File: src/rtl/hdc_multimodal_fuser.sv
// Fold-serial majority bundler: fuses NUM_MODALITIES hypervector folds into one.
// Optional macro HDC_FUSER_TIEBREAK_EN resolves even-M ties to tb0 ^ tb1 instead of 0.
module hdc_multimodal_fuser #(
    parameter int NUM_MODALITIES  = 3,
    parameter int NUM_FOLDS       = 8,
    parameter int NUM_FOLDS_WIDTH = $clog2(NUM_FOLDS),
    parameter int FOLD_WIDTH      = 2000 / NUM_FOLDS
) (
    input  logic                       clk,
    input  logic                       rst,
    input  logic                       clear,
    input  logic                       hvin_valid,
    output logic                       hvin_ready,
    input  logic [FOLD_WIDTH-1:0]      hvin,
    output logic                       hvout_valid,
    input  logic                       hvout_ready,
    output logic [FOLD_WIDTH-1:0]      hvout,
    output logic [NUM_FOLDS_WIDTH-1:0] hvout_fold,
    output logic                       hvout_last
);

    localparam int CNT_WIDTH = $clog2(NUM_MODALITIES + 1);
    localparam logic [CNT_WIDTH-1:0]       LAST_MOD  = CNT_WIDTH'(NUM_MODALITIES - 1);
    localparam logic [CNT_WIDTH-1:0]       HALF      = CNT_WIDTH'(NUM_MODALITIES / 2);
    localparam logic                       M_EVEN    = 1'((NUM_MODALITIES % 2) == 0);
    localparam logic [NUM_FOLDS_WIDTH-1:0] LAST_FOLD = NUM_FOLDS_WIDTH'(NUM_FOLDS - 1);

    localparam logic [0:0] ST_ACCUM  = 1'b0;
    localparam logic [0:0] ST_OUTPUT = 1'b1;

    logic [0:0]                 state_q, state_d;
    logic                       hvin_ready_q, hvin_ready_d;
    logic [CNT_WIDTH-1:0]       mod_cnt_q, mod_cnt_d;
    logic [NUM_FOLDS_WIDTH-1:0] fold_cnt_q, fold_cnt_d;
    logic [CNT_WIDTH-1:0]       cnt_q [FOLD_WIDTH];
    logic [CNT_WIDTH-1:0]       cnt_d [FOLD_WIDTH];
    logic [CNT_WIDTH-1:0]       sum_s [FOLD_WIDTH];
    logic [FOLD_WIDTH-1:0]      tie_s;
    logic [FOLD_WIDTH-1:0]      hvout_q, hvout_d;
    logic [NUM_FOLDS_WIDTH-1:0] hvout_fold_q, hvout_fold_d;
    logic                       hvout_last_q, hvout_last_d;
    logic                       hvout_valid_q, hvout_valid_d;
    logic                       in_hs_s;

`ifdef HDC_FUSER_TIEBREAK_EN
    logic [FOLD_WIDTH-1:0]      tb0_q, tb0_d;
    logic [FOLD_WIDTH-1:0]      tb1_q, tb1_d;
    // For M=2 the second modality is still on hvin when the tie is resolved.
    assign tie_s = tb0_q ^ ((mod_cnt_q == CNT_WIDTH'(1)) ? hvin : tb1_q);
`else
    assign tie_s = {FOLD_WIDTH{1'b0}};
`endif

    function automatic logic fuse_bit(input logic [CNT_WIDTH-1:0] sum, input logic tie_val);
        if (sum > HALF) begin
            fuse_bit = 1'b1;
        end else if (M_EVEN && (sum == HALF)) begin
            fuse_bit = tie_val;
        end else begin
            fuse_bit = 1'b0;
        end
    endfunction

    assign in_hs_s     = hvin_valid & hvin_ready_q;
    assign hvin_ready  = hvin_ready_q;
    assign hvout_valid = hvout_valid_q;
    assign hvout       = hvout_q;
    assign hvout_fold  = hvout_fold_q;
    assign hvout_last  = hvout_last_q;

    // Per-bit vote total including the fold currently on hvin.
    always_comb begin
        for (int b = 0; b < FOLD_WIDTH; b++) begin
            sum_s[b] = cnt_q[b] + CNT_WIDTH'(hvin[b]);
        end
    end

    // Next-state logic for the accumulate/output FSM and all datapath registers.
    always_comb begin
        state_d       = state_q;
        mod_cnt_d     = mod_cnt_q;
        fold_cnt_d    = fold_cnt_q;
        cnt_d         = cnt_q;
        hvout_d       = hvout_q;
        hvout_fold_d  = hvout_fold_q;
        hvout_last_d  = hvout_last_q;
        hvout_valid_d = hvout_valid_q;
`ifdef HDC_FUSER_TIEBREAK_EN
        tb0_d         = tb0_q;
        tb1_d         = tb1_q;
`endif
        if (clear) begin
            state_d       = ST_ACCUM;
            mod_cnt_d     = '0;
            fold_cnt_d    = '0;
            hvout_valid_d = 1'b0;
            for (int b = 0; b < FOLD_WIDTH; b++) begin
                cnt_d[b] = '0;
            end
`ifdef HDC_FUSER_TIEBREAK_EN
            tb0_d = '0;
            tb1_d = '0;
`endif
        end else begin
            case (state_q)
                ST_ACCUM: begin
                    if (in_hs_s) begin
`ifdef HDC_FUSER_TIEBREAK_EN
                        if (mod_cnt_q == CNT_WIDTH'(0)) begin
                            tb0_d = hvin;
                        end else if (mod_cnt_q == CNT_WIDTH'(1)) begin
                            tb1_d = hvin;
                        end else begin
                            tb0_d = tb0_q;
                        end
`endif
                        if (mod_cnt_q == LAST_MOD) begin
                            for (int b = 0; b < FOLD_WIDTH; b++) begin
                                hvout_d[b] = fuse_bit(sum_s[b], tie_s[b]);
                                cnt_d[b]   = '0;
                            end
                            mod_cnt_d     = '0;
                            hvout_fold_d  = fold_cnt_q;
                            hvout_last_d  = (fold_cnt_q == LAST_FOLD);
                            hvout_valid_d = 1'b1;
                            state_d       = ST_OUTPUT;
                        end else begin
                            cnt_d     = sum_s;
                            mod_cnt_d = mod_cnt_q + CNT_WIDTH'(1);
                        end
                    end else begin
                        state_d = ST_ACCUM;
                    end
                end
                ST_OUTPUT: begin
                    if (hvout_ready) begin
                        hvout_valid_d = 1'b0;
                        fold_cnt_d    = (fold_cnt_q == LAST_FOLD) ? '0
                                      : fold_cnt_q + NUM_FOLDS_WIDTH'(1);
                        state_d       = ST_ACCUM;
                    end else begin
                        state_d = ST_OUTPUT;
                    end
                end
                default: begin
                    state_d = ST_ACCUM;
                end
            endcase
        end
        hvin_ready_d = (state_d == ST_ACCUM);
    end

    // State registers; reset discards all partial sums and outputs.
    always_ff @(posedge clk or negedge rst) begin
        if (!rst) begin
            state_q       <= ST_ACCUM;
            hvin_ready_q  <= 1'b0;
            mod_cnt_q     <= '0;
            fold_cnt_q    <= '0;
            hvout_q       <= '0;
            hvout_fold_q  <= '0;
            hvout_last_q  <= 1'b0;
            hvout_valid_q <= 1'b0;
            for (int b = 0; b < FOLD_WIDTH; b++) begin
                cnt_q[b] <= '0;
            end
`ifdef HDC_FUSER_TIEBREAK_EN
            tb0_q <= '0;
            tb1_q <= '0;
`endif
        end else begin
            state_q       <= state_d;
            hvin_ready_q  <= hvin_ready_d;
            mod_cnt_q     <= mod_cnt_d;
            fold_cnt_q    <= fold_cnt_d;
            hvout_q       <= hvout_d;
            hvout_fold_q  <= hvout_fold_d;
            hvout_last_q  <= hvout_last_d;
            hvout_valid_q <= hvout_valid_d;
            cnt_q         <= cnt_d;
`ifdef HDC_FUSER_TIEBREAK_EN
            tb0_q <= tb0_d;
            tb1_q <= tb1_d;
`endif
        end
    end

endmodule

File: config.mk
export PLATFORM = sky130hd
export DESIGN_NAME = hdc_multimodal_fuser
export DESIGN_NICKNAME = d
export VERILOG_FILES = /design/src/rtl/hdc_multimodal_fuser.sv
export SDC_FILE = /design/constraint.sdc
export NUM_CORES = 2
export LEC_CHECK = 0
export ABC_AREA = 1
export CAP_MARGIN = 20
export CORE_ASPECT_RATIO = 1.2
export CORE_MARGIN = 2
export CORE_UTILIZATION = 50
export CTS_CLUSTER_DIAMETER = 60
export DETAILED_ROUTE_END_ITERATION = 12
export PLACE_DENSITY = 0.77
export REMOVE_ABC_BUFFERS = 1
export SLEW_MARGIN = 25
export SYNTH_ARGS = -nofsm -noshare
export SYNTH_HDL_FRONTEND = slang
export SYNTH_SLANG_ARGS = --single-unit
File: constraint.sdc
create_clock -name clk -period 1.3 [get_ports clk]
set_input_delay 0.39 -clock clk [delete_from_list [all_inputs] [get_ports clk]]
set_output_delay 0.39 -clock clk [all_outputs]
set_load 0.01 [all_outputs]
# Word level (Yosys, flattened, before mapping)
# Index checks and enable logic that the tools add are counted.
# word_totals
ff_bits	762
output_inout_bits	256
in_bits	255
elab_cells	1049
# classes
mux	272
n_bitwise	4
addsub	252
n_eq_ne	6
n_lt_le_gt_ge	250
n_reduce_logical	7
# ops
cell	n
500-bit two-way mux	4
2-bit by 1-bit adder with 2-bit output	250
2-bit by 1-bit > comparator with 1-bit output (second input constant)	250
1-bit two-way mux	258
3-bit two-way mux	4
3-bit != test (second input constant)	3
2-bit two-way mux	4
2-bit nonzero test	3
1-bit case mux with 2 select lines	2
2-bit AND reduction	2
4-bit AND reduction	1
3-bit by 1-bit adder with 3-bit output (second input constant)	1
3-bit equality test (second input constant)	1
1-bit inverter	3
3-bit AND reduction	1
2-bit by 1-bit adder with 2-bit output (second input constant)	1
2-bit equality test (second input constant)	1
2-bit != test (second input constant)	1
1-bit bitwise AND	1

# Longest topological paths before layout
# depth
depth_word	6
mapped_depth	8
mapped_depth_nobuf	7

# Worst setup path after synthesis
# No wires, ideal clock.
# synth_path
path_kind	reg-to-reg
from	reg hvin_ready_q, in the netlist hvin_ready
to	reg hvout_q[126], in the netlist hvout[126]
synth_period_minus_slack_ps	1409
slack_ps	-109
path_buffers	2
stages_incl_launch_ff	8
required_ps	1234
arrival_time_ps	1343
setup_time_ps	66
path_cell_list	dfrtp_1 nand2_1 inv_1 nand3_2 buf_4 clkbuf_1 nand2_1 nand2_1
# synth_via
elab_chain_len	2
# synth_lines
item	line_no	rtl
start: declaration	32	logic hvin_ready_q, hvin_ready_d;
start signal: assignment	173	hvin_ready_q <= hvin_ready_d;
1-bit bitwise AND	64	assign in_hs_s = hvin_valid & hvin_ready_q;
4-bit AND reduction (no line)	-	
end signal: assignment	176	hvout_q <= hvout_d;
end: declaration	39	logic [FOLD_WIDTH-1:0] hvout_q, hvout_d;
# No other way between the ends.
# A chain may end at the register's enable or synchronous reset.

# Worst setup path after layout
# layout_path
from	reg mod_cnt_q[1]
to	reg cnt_q[143] (netlist bit)
# layout_via
elab_chain_len	5
# layout_lines
item	line_no	rtl
start: declaration	33	logic [CNT_WIDTH-1:0] mod_cnt_q, mod_cnt_d;
start signal: assignment	174	mod_cnt_q <= mod_cnt_d;
2-bit equality test	117	if (mod_cnt_q == LAST_MOD) begin
500-bit two-way mux	117	
500-bit two-way mux	107	if (in_hs_s) begin
500-bit two-way mux	105	case (state_q)
500-bit two-way mux	92	if (clear) begin
end signal: assignment	180	cnt_q <= cnt_d;
end: declaration	35	logic [CNT_WIDTH-1:0] cnt_q [FOLD_WIDTH];
# No other way between the ends. The select of a mux whose other input is x is not followed.

==> results.cfg <==
[timing]
rsz0062_at_grt = yes
tightest_slew_ns = 0.504
fmax_mhz = 596
worst_clock_skew_ns = 0.0287
relSlewSlack_pct = 66.3
hold_viol = 0
min_period_ns = 1.68
slew_violations = 0
fin_crit_sh_pct = 129
timing.final.ws_setup_ns = -0.377
setup_viol = 1012
finalSetupTns_ns = -247.95

[placed_design]
dp_cells = 5199
globalplace.congestion = 0.806
hpwl_um = 63300
pre_cts_ws_ns = -0.837
port_buffers = 510

[layout]
layout-drive-gt1-share_pct = 18.2
post-route-util_pct = 67.9
syn2layout_area_growth_pct = 35.3
final_cells = 5484
fillers = 4971
multi_input_area_um2 = 15100
num-nets-final = 5012
regArea_um2 = 19100

[clock_network]
ctsHtreeMaxLevel = 3
cts_tree = yes
clk_path_buf_depth = 3
cts.sinks = 762
root_buffer = clkbuf_16
cts_buffers = 79
path_clk_slew_ns = 0.07
clk_latency_ns = 0.62

[logic_synthesis]
synth_area_um2 = 34800
synthArstFlopShare_pct = 100
yosysMostFrequentCell = nand2_1
dominantRegCellSynth = dfrtp_1
synth_seq_cells = 762
synth_area_leader_cell = dfrtp_1
synth_edf_count = 0
syn_avg_cell_area_um2 = 9.21
synthTopCellsByCount = nand2_1, dfrtp_1, nand3_1, ha_1, xor2_1
ys_types = 21
postSynthCellCount = 3782
ys.warnings.count = 0
yosysTopAreaCellShare_pct = 54.8
synthTopCellsByArea = dfrtp_1, nand2_1, ha_1, nand3_1, xor2_1
yosysSeqAreaShare_pct = 54.8

[setup_path]
critPathLaunchType = flop
cp-end-kind = flop
critical_path_class = reg -> reg
crit_fanout = 7
arrival_ns = 2.21
required_ns = 1.84

[die]
fp.dieArea_um2 = 71800
start_util_pct = 50.2
rows = 106
coreArea_um2 = 69400
die_w_um = 245
pin_count = 511
die_y_um = 293

[route]
post_drt_wl_per_cell_um = 19.6
viasPerCell = 5.37
drt_wl_total_um = 107000
dr.pass1.iters = 6
drt_iter0_markers = 2250
antenna_left = 0
vias = 29500
drc = 0

[power_and_ir_drop]
power_frac_clock_pct = 36.3
swShare_pct = 28.3
vdd_drop_max_uv = 1280
combPwrFrac_pct = 19.1
power.switching_mw = 17.7
leakage_nw = 27.4
powerDensity_nw_per_um2 = 1330
cellInternalPower_mw = 44.8
sequentialPowerShare_pct = 44.6

[global_routing]
grt_pass1_wl_um = 154000
grt_max_degree = 71
antenna_found_initial = 12
grt_pass1_vias = 28900
grt-ovfl-total = 0
grt_usage_pct = 26.9

[worst_hold_path]
hold_path_class = in -> async

[outcome]
status = complete, but fails checks
violations = negative setup slack

[run]
cap_violations = 0
per-stage QoR:
stage               total power, mW  cell area (µm²)  hold slack (ns)
floorplan                      32.8            33700           0.0944
global placement               38.6            42500            0.456
detailed placement             39.0            42500            0.463
CTS                            61.6            45300            0.445
global route                   65.1            47100            0.461
finish                         62.5            47100            0.466
timing repair:
action,CTS,global route
gates resized for setup,1140,161
endpoints found under the hold margin,232,0
pin swaps,27,109
setup endpoints to repair,1012,1016
setup buffers,74,6
hold buffers,1,0
cloned,15,52
layer usage:
metal,track usage (%),up-vias,wire length (µm)
met1,34.8,14500,42200
met3,4.28,273,7550
met2,44.6,1174,53000
met4,12.0,12,4660
li1,-,13500,-
met5,0,-,84
logic make-up after synthesis:
group                      share of synthesized area (%)
and+or+nand+nor                                     26.4
adders and majority gates                           9.05
AOI/OAI and AO/OA                                  0.190
xor gates and xnor gates                            6.29
buffers and inverters                               3.33
DFF                                                 54.8
cell type report:
cell class	count	area share [%]
Sequential cell	762	40.5
Multi-Input combinational cell	2788	32.0
Timing Repair Buffer	860	19.4
Clock buffer	113	4.76
Tap cell	918	2.44
Clock inverter	24	0.619
Inverter	12	0.157
Timing Repair inverter	2	0.0982
Antenna cell	5	0.0266
cells in the final DEF, fill, tap and decap left out, drive strengths merged:
cell type and count:
nand4 1, nor2 7, clkbuf 156, a21oi 2
clkinvlp 2, o21ai 9, inv 16, dlygate4sd3 1
dfrtp 762, ha 252, clkdlybuf4s50 253, nand2 1762
xor2 250, diode 5, nand3 505, bufinv 5
clkinv 15, buf 563
worst paths after layout:
check                                          from                      to  slack, ns  depth (start not counted)
setup reg to reg           mod_cnt_q[1]$_DFFE_PN0P_  cnt_q[143]$_DFFE_PN0P_      -0.38                          9
max in group asynchronous                       rst  cnt_q[116]$_DFFE_PN0P_       0.34                          3
hold / removal                                  rst  cnt_q[352]$_DFFE_PN0P_       0.47                          3
hold reg to reg              cnt_q[478]$_DFFE_PN0P_  cnt_q[478]$_DFFE_PN0P_       0.47                          2
min in group clk             cnt_q[478]$_DFFE_PN0P_  cnt_q[478]$_DFFE_PN0P_       0.47                          2
setup / recovery           mod_cnt_q[1]$_DFFE_PN0P_  cnt_q[143]$_DFFE_PN0P_      -0.38                          9
sequential cells by signal, summed over array words and instances (netlist names):
signal,count
mod_cnt_q,2
state_q,1
hvout_last,1
hvout_valid,1
cnt_q,500
hvout,250
fold_cnt_q,3
hvout_fold,3
hvin_ready,1
power groups by stage:
stage                     logic (mW)  registers [mW]  clock network, mW
after floorplan                 4.54            28.3                  0
after global placement          10.5            28.1                  0
after detailed placement        10.8            28.2                  0
after CTS                       10.9            27.8               22.9
after global routing            13.0            28.1               23.9
final                           11.9            27.9               22.7
worst max-delay path, cell delays in order (launching register included):
cell	delay (ns)
dfrtp_1	0.38
inv_2	0.08
nor2_4	0.05
buf_6	0.12
nor2_4	0.18
buf_12	0.21
buf_16	0.19
clkbuf_16	0.18
nand3_1	0.09
nand2_1	0.09
(Power assumes the default switching activity.)
